**config.mk**
```make
export PLATFORM = sky130hd
export DESIGN_NAME = lcd_num_formatter
export DESIGN_NICKNAME = d
export VERILOG_FILES = /design/src/rtl/lcd_num_formatter.sv
export SDC_FILE = /design/constraint.sdc
export NUM_CORES = 1
export LEC_CHECK = 0
export BUFFER_PORTS_ARGS = -buffer_cell sky130_fd_sc_hd__buf_2
export CORE_MARGIN = 1
export CORE_UTILIZATION = 56
export CTS_BUF_LIST = sky130_fd_sc_hd__clkbuf_4 sky130_fd_sc_hd__clkbuf_8
export CTS_CLUSTER_SIZE = 24
export DETAILED_ROUTE_END_ITERATION = 16
export PLACE_DENSITY = 0.81
export RECOVER_POWER = 25
export SLEW_MARGIN = 5
export SYNTH_ARGS = -nofsm -noshare
export SYNTH_HDL_FRONTEND = slang
export SYNTH_SLANG_ARGS = --single-unit
```
**constraint.sdc**
```tcl
create_clock -name csi_CLK -period 4 [get_ports csi_CLK]
set_input_delay 0.8 -clock csi_CLK [delete_from_list [all_inputs] [get_ports csi_CLK]]
set_output_delay 0.8 -clock csi_CLK [all_outputs]
set_load 0.03 [all_outputs]
```
**src/rtl/lcd_num_formatter.sv**
```systemverilog
// Formats a 16-bit unsigned value into 5 ASCII digits (double-dabble) and
// pushes them to the 16x2 LCD Avalon slave once the slave reports idle.
module lcd_num_formatter #(
    parameter int POLL_HOLDOFF = 256,
    parameter int POLL_TIMEOUT = 65535,
    parameter int LCD_IDLE_ST  = 5
) (
    input  logic        csi_CLK,
    input  logic        csi_RST_N,
    input  logic        in_valid,
    output logic        in_ready,
    input  logic [15:0] in_value,
    input  logic [7:0]  in_row,
    input  logic [7:0]  in_pos,
    input  logic        in_blank,
    output logic        avm_chipselect,
    output logic [4:0]  avm_address,
    output logic        avm_read,
    input  logic [31:0] avm_readdata,
    output logic        avm_write,
    output logic [31:0] avm_writedata,
    output logic        busy,
    output logic        done,
    output logic        error
);

    localparam int HW = $clog2(POLL_HOLDOFF + 1);
    localparam int TW = $clog2(POLL_TIMEOUT + 1);

    typedef enum logic [2:0] {
        S_IDLE,
        S_CONVERT,
        S_FORMAT,
        S_POLL_RD,
        S_POLL_WAIT,
        S_WR_CHAR,
        S_WR_CMD,
        S_HOLDOFF
    } state_t;

    state_t          state, state_nxt;
    logic [15:0]     value_sh;
    logic [19:0]     bcd, bcd_adj;
    logic [3:0]      iter;
    logic [7:0]      row_q;
    logic [3:0]      pos_q;
    logic            blank_q;
    logic [7:0]      chars [0:4];
    logic [7:0]      chars_fmt [0:4];
    logic [2:0]      idx;
    logic [TW-1:0]   poll_cnt;
    logic [HW-1:0]   hold_cnt;
    logic            done_nxt, err_nxt;
    logic            timeout_hit;
    logic            lead;
    logic [3:0]      nib;

    // Upper address/data bits are intentionally ignored.
    logic unused_bits;
    assign unused_bits = ^{in_pos[7:4], avm_readdata[31:6]};

    assign timeout_hit = (poll_cnt == TW'(POLL_TIMEOUT - 1));

    always_comb begin
        bcd_adj = bcd;
        nib     = '0;
        for (int unsigned i = 0; i < 5; i++) begin
            nib = bcd[4*i +: 4];
            bcd_adj[4*i +: 4] = (nib >= 4'd5) ? nib + 4'd3 : nib;
        end
    end

    // Blanking stops at the first non-zero digit; digit 4 is always numeric.
    always_comb begin
        lead = blank_q;
        for (int unsigned i = 0; i < 5; i++) begin
            if (lead && (bcd[4*(4-i) +: 4] == 4'd0) && (i < 4)) begin
                chars_fmt[i] = 8'h20;
            end else begin
                chars_fmt[i] = 8'h30 + {4'h0, bcd[4*(4-i) +: 4]};
                lead = 1'b0;
            end
        end
    end

    always_ff @(posedge csi_CLK or negedge csi_RST_N) begin
        if (!csi_RST_N) begin
            state <= S_IDLE;
            done  <= 1'b0;
            error <= 1'b0;
        end else begin
            state <= state_nxt;
            done  <= done_nxt;
            error <= err_nxt;
        end
    end

    always_comb begin
        state_nxt      = state;
        done_nxt       = 1'b0;
        err_nxt        = 1'b0;
        avm_chipselect = 1'b0;
        avm_read       = 1'b0;
        avm_write      = 1'b0;
        avm_address    = '0;
        avm_writedata  = '0;
        case (state)
            S_IDLE: begin
                if (in_valid) state_nxt = S_CONVERT;
            end
            S_CONVERT: begin
                if (iter == 4'd15) state_nxt = S_FORMAT;
            end
            S_FORMAT: state_nxt = S_POLL_RD;
            S_POLL_RD: begin
                avm_chipselect = 1'b1;
                avm_read       = 1'b1;
                if (timeout_hit) begin
                    state_nxt = S_IDLE;
                    err_nxt   = 1'b1;
                end else begin
                    state_nxt = S_POLL_WAIT;
                end
            end
            S_POLL_WAIT: begin
                if (avm_readdata[5:0] == 6'(LCD_IDLE_ST)) begin
                    state_nxt = S_WR_CHAR;
                end else if (timeout_hit) begin
                    state_nxt = S_IDLE;
                    err_nxt   = 1'b1;
                end else begin
                    state_nxt = S_POLL_RD;
                end
            end
            S_WR_CHAR: begin
                avm_chipselect = 1'b1;
                avm_write      = 1'b1;
                avm_address    = {2'b00, idx} + 5'd1;
                avm_writedata  = {24'h0, chars[idx]};
                if (idx == 3'd4) state_nxt = S_WR_CMD;
            end
            S_WR_CMD: begin
                avm_chipselect = 1'b1;
                avm_write      = 1'b1;
                avm_writedata  = {4'h0, pos_q, 8'd5, row_q, 8'h33};
                state_nxt      = S_HOLDOFF;
            end
            S_HOLDOFF: begin
                if (hold_cnt == HW'(POLL_HOLDOFF - 1)) begin
                    state_nxt = S_IDLE;
                    done_nxt  = 1'b1;
                end
            end
            default: state_nxt = S_IDLE;
        endcase
    end

    always_ff @(posedge csi_CLK or negedge csi_RST_N) begin
        if (!csi_RST_N) begin
            value_sh <= '0;
            bcd      <= '0;
            iter     <= '0;
            row_q    <= '0;
            pos_q    <= '0;
            blank_q  <= 1'b0;
            idx      <= '0;
            poll_cnt <= '0;
            hold_cnt <= '0;
            for (int unsigned i = 0; i < 5; i++) chars[i] <= '0;
        end else begin
            case (state)
                S_IDLE: begin
                    if (in_valid) begin
                        value_sh <= in_value;
                        bcd      <= '0;
                        iter     <= '0;
                        row_q    <= in_row;
                        pos_q    <= (in_pos[3:0] > 4'd11) ? 4'd11 : in_pos[3:0];
                        blank_q  <= in_blank;
                    end
                end
                S_CONVERT: begin
                    {bcd, value_sh} <= {bcd_adj[18:0], value_sh, 1'b0};
                    iter            <= iter + 4'd1;
                end
                S_FORMAT: begin
                    for (int unsigned i = 0; i < 5; i++) chars[i] <= chars_fmt[i];
                    idx      <= '0;
                    poll_cnt <= '0;
                end
                S_POLL_RD, S_POLL_WAIT: poll_cnt <= poll_cnt + TW'(1);
                S_WR_CHAR: idx <= idx + 3'd1;
                S_WR_CMD:  hold_cnt <= '0;
                S_HOLDOFF: hold_cnt <= hold_cnt + HW'(1);
                default: ;
            endcase
        end
    end

    assign in_ready = (state == S_IDLE);
    assign busy     = (state != S_IDLE);

endmodule

```
==> impl_metrics.env <==
export IMPL_leakagePower_nw=3.223
export IMPL_clk_root_buffer_cell="clkbuf_8"
export IMPL_place_congestion=0.8087
export IMPL_rows=36
export IMPL_avgRoutedWirePerCell_um=14.79
export IMPL_relSlewSlack_pct=-88.23
export IMPL_via_count=4611
export IMPL_max_freq_mhz=331.7
export IMPL_synth_area_top_cells="dfrtp_1 47%, nand2_1 6.9%, ha_1 4.5%, o21ai_0 3.2%, mux2_2 2.9%"
export IMPL_status="finished with violations"
export IMPL_async_reset_ff_share_pct=100.0
export IMPL_ys_warn_count=0
export IMPL_clkLatencyLatePin_ns=0.38
export IMPL_rrSetupSlack_ns=1.56
export IMPL_final_period_utilization_pct=75.38
export IMPL_yosysSeqAreaShare_pct=47.41
export IMPL_fin_crit_ns=3.015
export IMPL_cts_setup_buffers=0
export IMPL_drive_above_1_share_pct=17.29
export IMPL_drc=0
export IMPL_syn_inst=614
export IMPL_start_util_pct=58.86
export IMPL_dieWidth_um=104.3
export IMPL_synth_top_area_share_pct=47.41
export IMPL_firstDrtPassIters=5
export IMPL_grt_util_all_layers_pct=23.16
export IMPL_final_cell_mix="111 x dfrtp_1, 107 x nand2_1, 67 x buf_2, 39 x nor2_1, 38 x o21ai_0"
export IMPL_htree_num_levels=3
export IMPL_synth_distinct_cells=50
export IMPL_synth_edf_count=0
export IMPL_drt_iter0_drc=241
export IMPL_ios=112
export IMPL_final_core_util_pct=64.48
export IMPL_finalSetupViolCount=0
export IMPL_hold_path_class="reg -> reg"
export IMPL_die_area_um2=10880
export IMPL_dieHeight_um=104.3
export IMPL_arrival_ns=2.22
export IMPL_ctsResizeCount=0
export IMPL_tns_ns=0
export IMPL_drt_total_wl_mm=11.89
export IMPL_core_area_um2=9955
export IMPL_antenna_found_initial=0
export IMPL_timing_worst_setup_path_type="reg -> out"
export IMPL_syn_area_per_cell_um2=9.543
export IMPL_skew_ns=0.01295
export IMPL_tritoncts="yes"
export IMPL_violations="max-capacitance violations, max-slew violations"
export IMPL_grt_pass1_wl_mm=20.71
export IMPL_critPathLaunchType="flop"
export IMPL_viasPerCell=5.735
export IMPL_mostFrequentLayoutCell="dfrtp_1"
export IMPL_fillerInstances=839
export IMPL_fin_nets=755
export IMPL_yosysTopAreaCell="dfrtp_1"
export IMPL_numCtsBuffers=9
export IMPL_vdd_drop_max_v=0.0002241
export IMPL_rsz0062_at_grt="no"
export IMPL_clk_pin_slew_worst_paths_ns=0.11
export IMPL_synth_area_um2=5859
export IMPL_tightest_slew_ns=2.823
export IMPL_grt_pass1_vias=4497
export IMPL_io_buffers=68
export IMPL_cts_buffer_depth=2
export IMPL_clock_sinks=111
export IMPL_grt_overflow=0
export IMPL_cts_hold_repair_buffers=0
export IMPL_drv_cap=1
export IMPL_antenna_left=0
export IMPL_drv_slew=55
export IMPL_crit_path_max_incr_delay_ns=0.71
export IMPL_power_density_nw_per_um2=289.4
export IMPL_end_kind="output port"
export IMPL_dp_hpwl_mm=8.445
export IMPL_cp_max_fo=19
export IMPL_diodes=0
export IMPL_hold_viol=0
export IMPL_ys_flop_type="dfrtp_1"
export IMPL_hold_worst_slack_ns=0.4728
export IMPL_syn_to_final_growth_pct=9.545
export IMPL_synth_seq_cells=111
export IMPL_crit_path_top_delay_cell="dfrtp_1"
export IMPL_grt_max_degree=55
export IMPL_worstPathRequired_ns=3.20
export IMPL_crit_chain="nand2_1 > buf_4 > nor2_1 > buf_4 > a221oi_1 > nor2_1 > buf_2"
==> worst max-delay path: cells and delay by family (launching register included) <==
| kind | cells | cell delay (ns) |
|---|---|---|
| DFF | 1 | 0.71 |
| buffers and inverters | 3 | 0.67 |
| and+or+nand+nor | 3 | 0.38 |
| AOI/OAI and AO/OA | 1 | 0.07 |
==> layer usage <==
metal,up-vias,GRT usage (%),wire length [um]
met5,-,0,0
met4,0,5.714,150
met3,15,4.449,447
met2,108,40.49,6165
met1,2246,29.48,5128
li1,2242,-,-
==> layout make-up <==
cell class              instances  area [um^2]  share of cell area (%)
clock buffers                  11        145.1                   2.261
inverters                      23        86.33                   1.345
well taps                     133        166.4                   2.593
multi-input cells             445         2796                   43.57
flip-flops and latches        111         2778                   43.27
clock inverters                 5        47.55                  0.7407
repair buffers                 76        399.1                   6.218
==> logic make-up after synthesis <==
group | after synthesis | share of synthesized area (%)
mux | 29 | 6.342
flops | 111 | 47.41
compound gates | 131 | 14.93
fa+ha+maj | 21 | 4.484
xor+xnor | 7 | 1.046
buf+inv | 70 | 5.744
simple gates | 244 | 19.99
other cells | 1 | 0.06400
==> metrics by stage <==
stage	instances	worst slack (ns)	instance area, um^2	power [W]
after floorplan	626	1.277	5904	0.001190
after global placement	788	1.427	6230	0.001223
after detailed placement	788	1.423	6230	0.001225
after CTS	804	0.9916	6422	0.001870
after global routing	804	0.4526	6419	0.001920
final	804	0.9849	6419	0.001858
==> report_power, final <==
| part | internal (W) | switching (W) |
|---|---|---|
| Sequential | 0.00113 | 0.00000431 |
| Combinational | 0.0000193 | 0.0000478 |
| Clock | 0.000263 | 0.000394 |
==> synth_stat cells (3+ instances only) <==
cell,instances
xnor2_1,5
mux2_2,15
o31ai_1,16
buf_2,5
a221oi_1,4
nand2b_1,9
buf_4,14
clkbuf_1,23
and4_1,4
mux4_2,5
a22o_1,11
a21oi_1,20
inv_1,23
a21o_1,7
nand4_1,6
nor3b_1,4
and3_1,8
nand3_1,29
nor4b_1,3
or3_1,3
o21ai_0,38
nand3b_1,5
nand2_1,107
a31oi_1,17
buf_1,3
dfrtp_1,111
a32o_1,6
nor2_1,39
ha_1,21
and2_1,14
mux2i_1,9
o211ai_1,4
nor3_1,3
==> flip-flops by register name, summed over array words and instances, names as in the netlist, 4 cells and up <==
| name | count |
|---|---|
| pos_q | 4 |
| row_q | 8 |
| poll_cnt | 16 |
| iter | 4 |
| chars | 25 |
| hold_cnt | 9 |
| bcd | 20 |
| value_sh | 16 |
==> worst paths after layout <==
kind                                 from               end  cells after the start
worst max register to register   state[0]       poll_cnt[3]                      4
worst min-delay path             pos_q[2]          pos_q[2]                      2
worst max-delay path             state[1]  avm_writedata[0]                      7
min in group asynchronous       csi_RST_N       hold_cnt[4]                      1
max in group asynchronous       csi_RST_N       poll_cnt[5]                      2
worst min register to register   pos_q[2]          pos_q[2]                      2
Power figures use the tool's default switching activity.
